File: src/rtl/ifmap_weight_feeder_4x6_pkg.sv
// ifmap_weight_feeder_4x6_pkg: shared sizes, FSM states and constants for the 4x6 feeder
package ifmap_weight_feeder_4x6_pkg;
  localparam int ROWS = 4;
  localparam int COLS = 6;
  localparam int DW = 16;
  localparam int NW = ROWS * COLS;
  localparam logic [4:0] W_LAST = 5'(NW - 1);
  localparam logic [3:0] DRAIN_LEN = 4'(ROWS + COLS);
  localparam logic [DW-1:0] FP16_ZERO = 16'h0000;
  typedef enum logic [1:0] {LOAD_W, COMMIT, STREAM, DRAIN} state_t;
endpackage

File: src/rtl/ifmap_weight_feeder_4x6_skew_delay_line.sv
// skew_delay_line: one ifmap lane delayed DEPTH cycles, cleared to +0 on reset
module skew_delay_line #(
  parameter int DW = 16,
  parameter int DEPTH = 1
) (
  input  logic          clk,
  input  logic          rst,
  input  logic [DW-1:0] din,
  output logic [DW-1:0] dout
);
  logic [DW-1:0] sr [DEPTH];
  always_ff @(posedge clk or negedge rst) begin
    if (!rst) begin
      for (int k = 0; k < DEPTH; k++) sr[k] <= '0;
    end else begin
      sr[0] <= din;
      for (int k = 1; k < DEPTH; k++) sr[k] <= sr[k-1];
    end
  end
  assign dout = sr[DEPTH-1];
endmodule

File: src/rtl/ifmap_weight_feeder_4x6.sv
// ifmap_weight_feeder_4x6: loads 24 weights, streams row-skewed ifmap beats, drains and tags south psum validity
module ifmap_weight_feeder_4x6
  import ifmap_weight_feeder_4x6_pkg::*;
(
  input  logic                    clk,
  input  logic                    rst,
  input  logic                    w_valid,
  output logic                    w_ready,
  input  logic [DW-1:0]           w_data,
  input  logic                    reuse_w,
  input  logic                    s_valid,
  output logic                    s_ready,
  input  logic [ROWS*DW-1:0]      s_data,
  input  logic                    s_last,
  output logic                    load_en,
  output logic [ROWS*COLS*DW-1:0] weights_out,
  output logic [ROWS*DW-1:0]      ifmap_west_out,
  output logic [COLS-1:0]         south_valid,
  output logic                    tile_done,
  output logic                    busy
);
  state_t state, state_nx;
  logic [4:0] w_cnt;
  logic [3:0] d_cnt;
  logic [ROWS+COLS-1:0] vsr;
  logic w_acc, s_acc;
  assign w_acc = w_valid && w_ready;
  assign s_acc = s_valid && s_ready;
  always_comb begin
    state_nx = state;
    w_ready = state == LOAD_W;
    s_ready = state == STREAM;
    load_en = state == COMMIT;
    tile_done = state == DRAIN && d_cnt == 4'd1;
    busy = !(state == LOAD_W && w_cnt == '0);
    case (state)
      LOAD_W: state_nx = w_valid && w_cnt == W_LAST ? COMMIT : LOAD_W;
      COMMIT: state_nx = STREAM;
      STREAM: state_nx = s_valid && s_last ? DRAIN : STREAM;
      DRAIN:  state_nx = tile_done ? (reuse_w ? STREAM : LOAD_W) : DRAIN;
      default: state_nx = LOAD_W;
    endcase
  end
  always_ff @(posedge clk or negedge rst) begin
    if (!rst) begin
      state <= LOAD_W;
      w_cnt <= '0;
      d_cnt <= '0;
      vsr <= '0;
      weights_out <= '0;
    end else begin
      state <= state_nx;
      if (w_acc) begin
        weights_out[w_cnt*DW +: DW] <= w_data;
        w_cnt <= w_cnt == W_LAST ? 5'd0 : w_cnt + 5'd1;
      end
      d_cnt <= s_acc && s_last ? DRAIN_LEN : (state == DRAIN ? d_cnt - 4'd1 : d_cnt);
      vsr <= {vsr[ROWS+COLS-2:0], s_acc};
    end
  end
  // a beat's valid reaches psum column j after ROWS+j+1 cycles
  assign south_valid = vsr[ROWS+COLS-1:ROWS];
  for (genvar i = 0; i < ROWS; i++) begin : g_lane
    skew_delay_line #(.DW(DW), .DEPTH(1 + i)) u_skew (
      .clk(clk),
      .rst(rst),
      .din(s_acc ? s_data[i*DW +: DW] : FP16_ZERO),
      .dout(ifmap_west_out[i*DW +: DW])
    );
  end
endmodule
File: config.mk
export PLATFORM = sky130hd
export DESIGN_NAME = ifmap_weight_feeder_4x6
export DESIGN_NICKNAME = d
export VERILOG_FILES = /design/src/rtl/ifmap_weight_feeder_4x6_pkg.sv /design/src/rtl/ifmap_weight_feeder_4x6_skew_delay_line.sv /design/src/rtl/ifmap_weight_feeder_4x6.sv
export SDC_FILE = /design/constraint.sdc
export NUM_CORES = 1
export LEC_CHECK = 0
export ABC_AREA = 0
export CORE_ASPECT_RATIO = 2
export CORE_MARGIN = 3
export CORE_UTILIZATION = 25
export CTS_CLUSTER_SIZE = 10
export DETAILED_ROUTE_END_ITERATION = 10
export SYNTH_ARGS = -nofsm -noshare
export SYNTH_HDL_FRONTEND = slang
export SYNTH_SLANG_ARGS = --single-unit
export TNS_END_PERCENT = 30
File: constraint.sdc
create_clock -name clk -period 4.6 [get_ports clk]
set_clock_uncertainty 0.05 [all_clocks]
set_input_delay 0.46 -clock clk [delete_from_list [all_inputs] [get_ports clk]]
set_output_delay 0.46 -clock clk [all_outputs]
set_load 0.02 [all_outputs]
Word level (Yosys, flattened, before mapping):

Cells that the tools add are included.

* $add $sub $neg: 3
* equality and inequality tests: 5
* shift operators: 2
* muxes and demuxes: 13
* reduce and logical (&&, ||, !) cells: 11

Operator list (number)
* $bwmux W384: 1
* $shift A16 B34 Y384 const A: 1
* $shiftx A16 B34 Y384: 1
* $mux W16: 4
* $neg A9 Y34: 1
* $mux W4: 2
* $pmux W2 S4: 1
* $logic_and A1 B1 Y1: 7
* $add A5 B1 Y5 const B: 1
* $eq A5 B5 Y1 const B: 1
* $logic_not A5 Y1: 1
* $mux W5: 1
* $eq A2 B2 Y1 const B: 2
* $eq A4 B1 Y1 const B: 1
* $mux W2: 2
* $sub A4 B1 Y4 const B: 1
* $eq A2 B1 Y1 const B: 1
* $logic_not A2 Y1: 1
* $mux W1: 2
* $reduce_bool A2 Y1: 1
* $logic_not A1 Y1: 1

* register bits after elaboration: 565
* bits of input ports: 86
* logic and storage cells: 49

Depth between registers and ports, before layout:

* depth after elaboration: 4
* depth in mapped cells: 15

Modules after synthesis:

A second synthesis with hierarchy kept.

* cells, all modules: 1715
* area total of the unflattened synthesis: 21789.6 um^2

By module, submodules not included
* ifmap_weight_feeder_4x6: times used 1, cells an instance 1507, area each 17425.5 um^2, sequential area each 10134.7 um^2
* skew_delay_line at g_lane[3].u_skew: times used 1, cells an instance 80, area each 1721.7 um^2, sequential area each 1601.5 um^2
* skew_delay_line at g_lane[2].u_skew: times used 1, cells an instance 64, area each 1321.3 um^2, sequential area each 1201.2 um^2
* skew_delay_line at g_lane[1].u_skew: times used 1, cells an instance 48, area each 920.9 um^2, sequential area each 800.8 um^2
* skew_delay_line at g_lane[0].u_skew: times used 1, cells an instance 16, area each 400.4 um^2, sequential area each 400.4 um^2

Worst setup path after synthesis:

Ideal clock, no wire load.

* path type: register -> register
* start point: reg w_cnt[1]
* end point: reg weights_out[230]
* data arrival time: 2926 ps
* data required time: 4420 ps
* setup slack: 1494 ps
* stages on the path, launching flop included: 16
* path buffers: 5
* cells stage by stage: dfrtp_1 clkbuf_1 inv_1 ha_1 buf_2 nand2b_1 nor2_1 ha_1 or4b_1 buf_2 nor2_1 buf_2 o2111ai_1 buf_2 nand2_1 o21ai_0

* cells in the longest elaborated chain, start to end: 3
* elaborated cells between the ends (all ways): 4
* those cells by class: add/sub: 1; shift: 2; mux: 1

Ends and longest elaborated chain
* from (decl): line ifmap_weight_feeder_4x6.sv:23 `logic [4:0] w_cnt;`
* from (signal assigned): line ifmap_weight_feeder_4x6.sv:55 `w_cnt <= w_cnt == W_LAST ? 5'd0 : w_cnt + 5'd1;`
* $neg A9 Y34 *: line ifmap_weight_feeder_4x6.sv:54 `weights_out[w_cnt*DW +: DW] <= w_data;`
* $shiftx A16 B34 Y384 or $shift A16 B34 Y384 (tied branches): line ifmap_weight_feeder_4x6.sv:54
* $bwmux W384 *: line ifmap_weight_feeder_4x6.sv:54
* to (signal, indexed assignment): line ifmap_weight_feeder_4x6.sv:54
* to (decl): line ifmap_weight_feeder_4x6.sv:16 `output logic [ROWS*COLS*DW-1:0] weights_out,`

Every way passes the cells marked *; elsewhere a longest branch is shown, timed or not.
A chain may end at the register's enable or synchronous reset.

Worst setup path after layout:

* start point: reg w_cnt[0]
* end point: reg weights_out[234]

Same word-level chain as after synthesis.

==> flow_summary.json <==
{
  "netlist_instances": 1804,
  "dieArea_sq_mm": 0.0852,
  "period_needed_ps": 4190,
  "synth_area_leader_cell": "dfrtp_1",
  "place_inst": 3269,
  "antennaDiodeCount": 0,
  "portBuffers": 544,
  "tns_ps": 0,
  "synth_edf_count": 0,
  "cts_made_buffers": 66,
  "grt_pass1_wl_mm": 115,
  "seqCellArea_sq_mm": 0.0141,
  "core_area_sq_mm": 0.0806,
  "first_global_vias": 16484,
  "async_flop_share_pct": 100,
  "cts_root_buf": "clkbuf_16",
  "hold_viol_final": 0,
  "start_kind": "flop",
  "num_vias": 15893,
  "p_leak_nw": 12.4,
  "status": "completed",
  "path_clk_slew_ps": 50,
  "antenna_found_initial": 0,
  "start_util_pct": 25.3,
  "grt_max_degree": 120,
  "power_density_mw_per_mm2": 430,
  "timing.final.ws_setup_ps": 414,
  "die_h_microns": 410,
  "via_per_inst": 4.75,
  "critical-path-top-delay-family": "simple AND/OR/NAND/NOR gates",
  "slew_viol_final": 0,
  "cts_tree": "yes",
  "worstPathCellList": "inv_1 -> ha_1 -> nand2b_1 -> nor2_1 -> ha_1 -> or4b_1 -> nor2_1 -> o21ai_4 -> buf_4 -> o21ai_0",
  "cp.required_ps": 5070,
  "hold_ws_ps": 293,
  "total_power_mw": 12.3,
  "cp.arrival_ps": 4650,
  "rsz0062_at_grt": "false",
  "synth-seq-cells": 565,
  "ios": 545,
  "yosysUniqueCellTypes": 46,
  "crit_type": "flop to flop",
  "die_w_microns": 208,
  "htree_levels": 3,
  "avgSynthCellArea_sq_um": 11.3,
  "setup_viol": 0,
  "clk-insertion-delay-late_ps": 620,
  "drc": 0,
  "fin_area_sq_mm": 0.0286,
  "crit_path_end_kind": "flop",
  "syn-num-nets": 1895,
  "globalplace.congestion": 0.818,
  "cap_violations": 0,
  "place_area_sq_mm": 0.0268,
  "critPathMaxFanout": 37,
  "area_growth_pct": 40.3,
  "first_iter_violations": 1097,
  "rows": 147,
  "critPathBufInv": 2,
  "syn-cell-area_sq_mm": 0.0204,
  "yosysSeqAreaShare_pct": 69.4,
  "timing.final.crit_share_pct": 91.0,
  "hold_path.class": "flop to flop",
  "grt_overflow": 0,
  "wl_per_cell_microns": 24.0,
  "ys.flop_type": "dfrtp_1",
  "multi_input_area_sq_mm": 0.00539,
  "ant_nets": 0,
  "irDropWorstVdd_mv": 0.296,
  "dp_hpwl_mm": 59.9,
  "synth_top_area_share_pct": 69.4,
  "final_layout_size_suffix_gt1_share_pct": 6.47,
  "finalNetCount": 2386,
  "max_slew_margin_pct": 16.8,
  "final_cells": 3346,
  "yosys_warnings": 0,
  "worst_path_largest_cell_delay_ps": 710,
  "nFillCells": 7932,
  "synthTopCellsByArea": "dfrtp_1 (69%), nand2_1 (8.0%), o21ai_0 (7.0%)",
  "cts.sinks": 565,
  "max_freq_ghz": 0.239,
  "post_cts_resized": 0,
  "ctsLongestPathBuffers": 3,
  "worst_pin_slew_ps": 1240,
  "wl_mm": 80.3,
  "crit_slowest_cell": "or4b_1",
  "grt_usage_pct": 18.4,
  "preCtsSetupSlack_ps": 478,
  "fin_util_pct": 35.5,
  "drtPass1Iterations": 7
}
-- repair_timing --
action / 4_1_cts / 5_1_grt
hold buffers: 1 / 0
buffers inserted: 0 / 0
endpoints found under the setup margin: 0 / 0
endpoints found under the hold margin: 108 / 0
-- synthesized netlist by cell type, types with 2 or more instances --
library cell,n
dfrtp_1,565
nand2_1,434
o21ai_0,284
o31ai_1,131
clkbuf_1,94
and3_1,65
buf_4,54
nand3_1,28
o21ai_1,25
buf_2,22
nor2_1,22
inv_1,11
mux2_2,6
buf_1,5
ha_1,5
nand2b_1,5
nand4_1,5
nor3_1,5
and2_1,3
nand3b_1,3
o211ai_1,3
a21oi_1,2
nor2b_1,2
nor4_1,2
or4b_1,2
-- final timing paths --
kind,end,cells past startpoint,slack [ps],start
worst max-delay path,weights_out[234],10,410,w_cnt[0]
worst min-delay path,g_lane[3].u_skew.sr[46],0,290,g_lane[3].u_skew.sr[62]
worst max register to register,weights_out[234],10,410,w_cnt[0]
worst min register to register,g_lane[3].u_skew.sr[46],0,290,g_lane[3].u_skew.sr[62]
max in group asynchronous,g_lane[0].u_skew.dout[12],3,2820,rst
min in group asynchronous,weights_out[76],2,460,rst
-- power breakdown --
part | switching [mW] | total [mW] | internal, mW | leakage, nW
clock | 1.98 | 4.63 | 2.66 | 0.884
combinational | 1.84 | 2.35 | 0.514 | 3.73
sequential | 0.118 | 5.32 | 5.20 | 7.83
total | 3.93 | 12.3 | 8.37 | 12.4
-- metal layers --
layer / vias to the layer above / share of wire, % / GRT usage (%)
li1: 7037 / - / -
met1: 7848 / 36 / 20.2
met2: 814 / 48 / 31.1
met3: 194 / 9.0 / 6.12
met4: 0 / 6.2 / 10.9
met5: - / 0 / 0
-- area by class of cell --
cell class                      count  share of cell area (%)
Clock inverter                      5                   0.219
Sequential cell                   565                    49.4
Timing Repair Buffer              598                    20.7
Multi-Input combinational cell   1053                    18.8
Clock buffer                       71                    6.06
Inverter                           11                   0.144
Tap cell                         1043                    4.56
-- cell families after synthesis --
logic type,count (synthesis),share of synthesized area [%]
xor gates and xnor gates,2,0.0859
and+or+nand+nor,584,12.4
muxes,7,0.380
adders and majority gates,5,0.307
AOI/OAI and AO/OA,455,13.0
buffers and inverters,186,4.55
DFF,565,69.4
-- cell usage in the layout (no fill, tap or decap), types with 11 or more instances in the layout --
master	n
dfrtp_1	565
clkdlybuf4s50_1	542
nand2_1	434
o21ai_0	284
o31ai_1	131
clkbuf_16	68
and3_1	65
buf_4	47
nand3_1	28
o21ai_1	24
nor2_1	21
inv_1	11
-- worst reg2reg max path, delay by kind of cell (launching register included) --
kind | cells | cell delay [ps]
adders and majority gates | 2 | 650
buffers and inverters | 2 | 580
DFF | 1 | 630
AOI/OAI and AO/OA | 2 | 670
and+or+nand+nor | 4 | 1510
-- sequential cells by signal, indices dropped and copies added (netlist names) --
name,flops
d_cnt,4
g_lane.u_skew.dout,64
state,2
w_cnt,5
g_lane.u_skew.sr,96
vsr,10
weights_out,384
(Power assumes the default switching activity.)
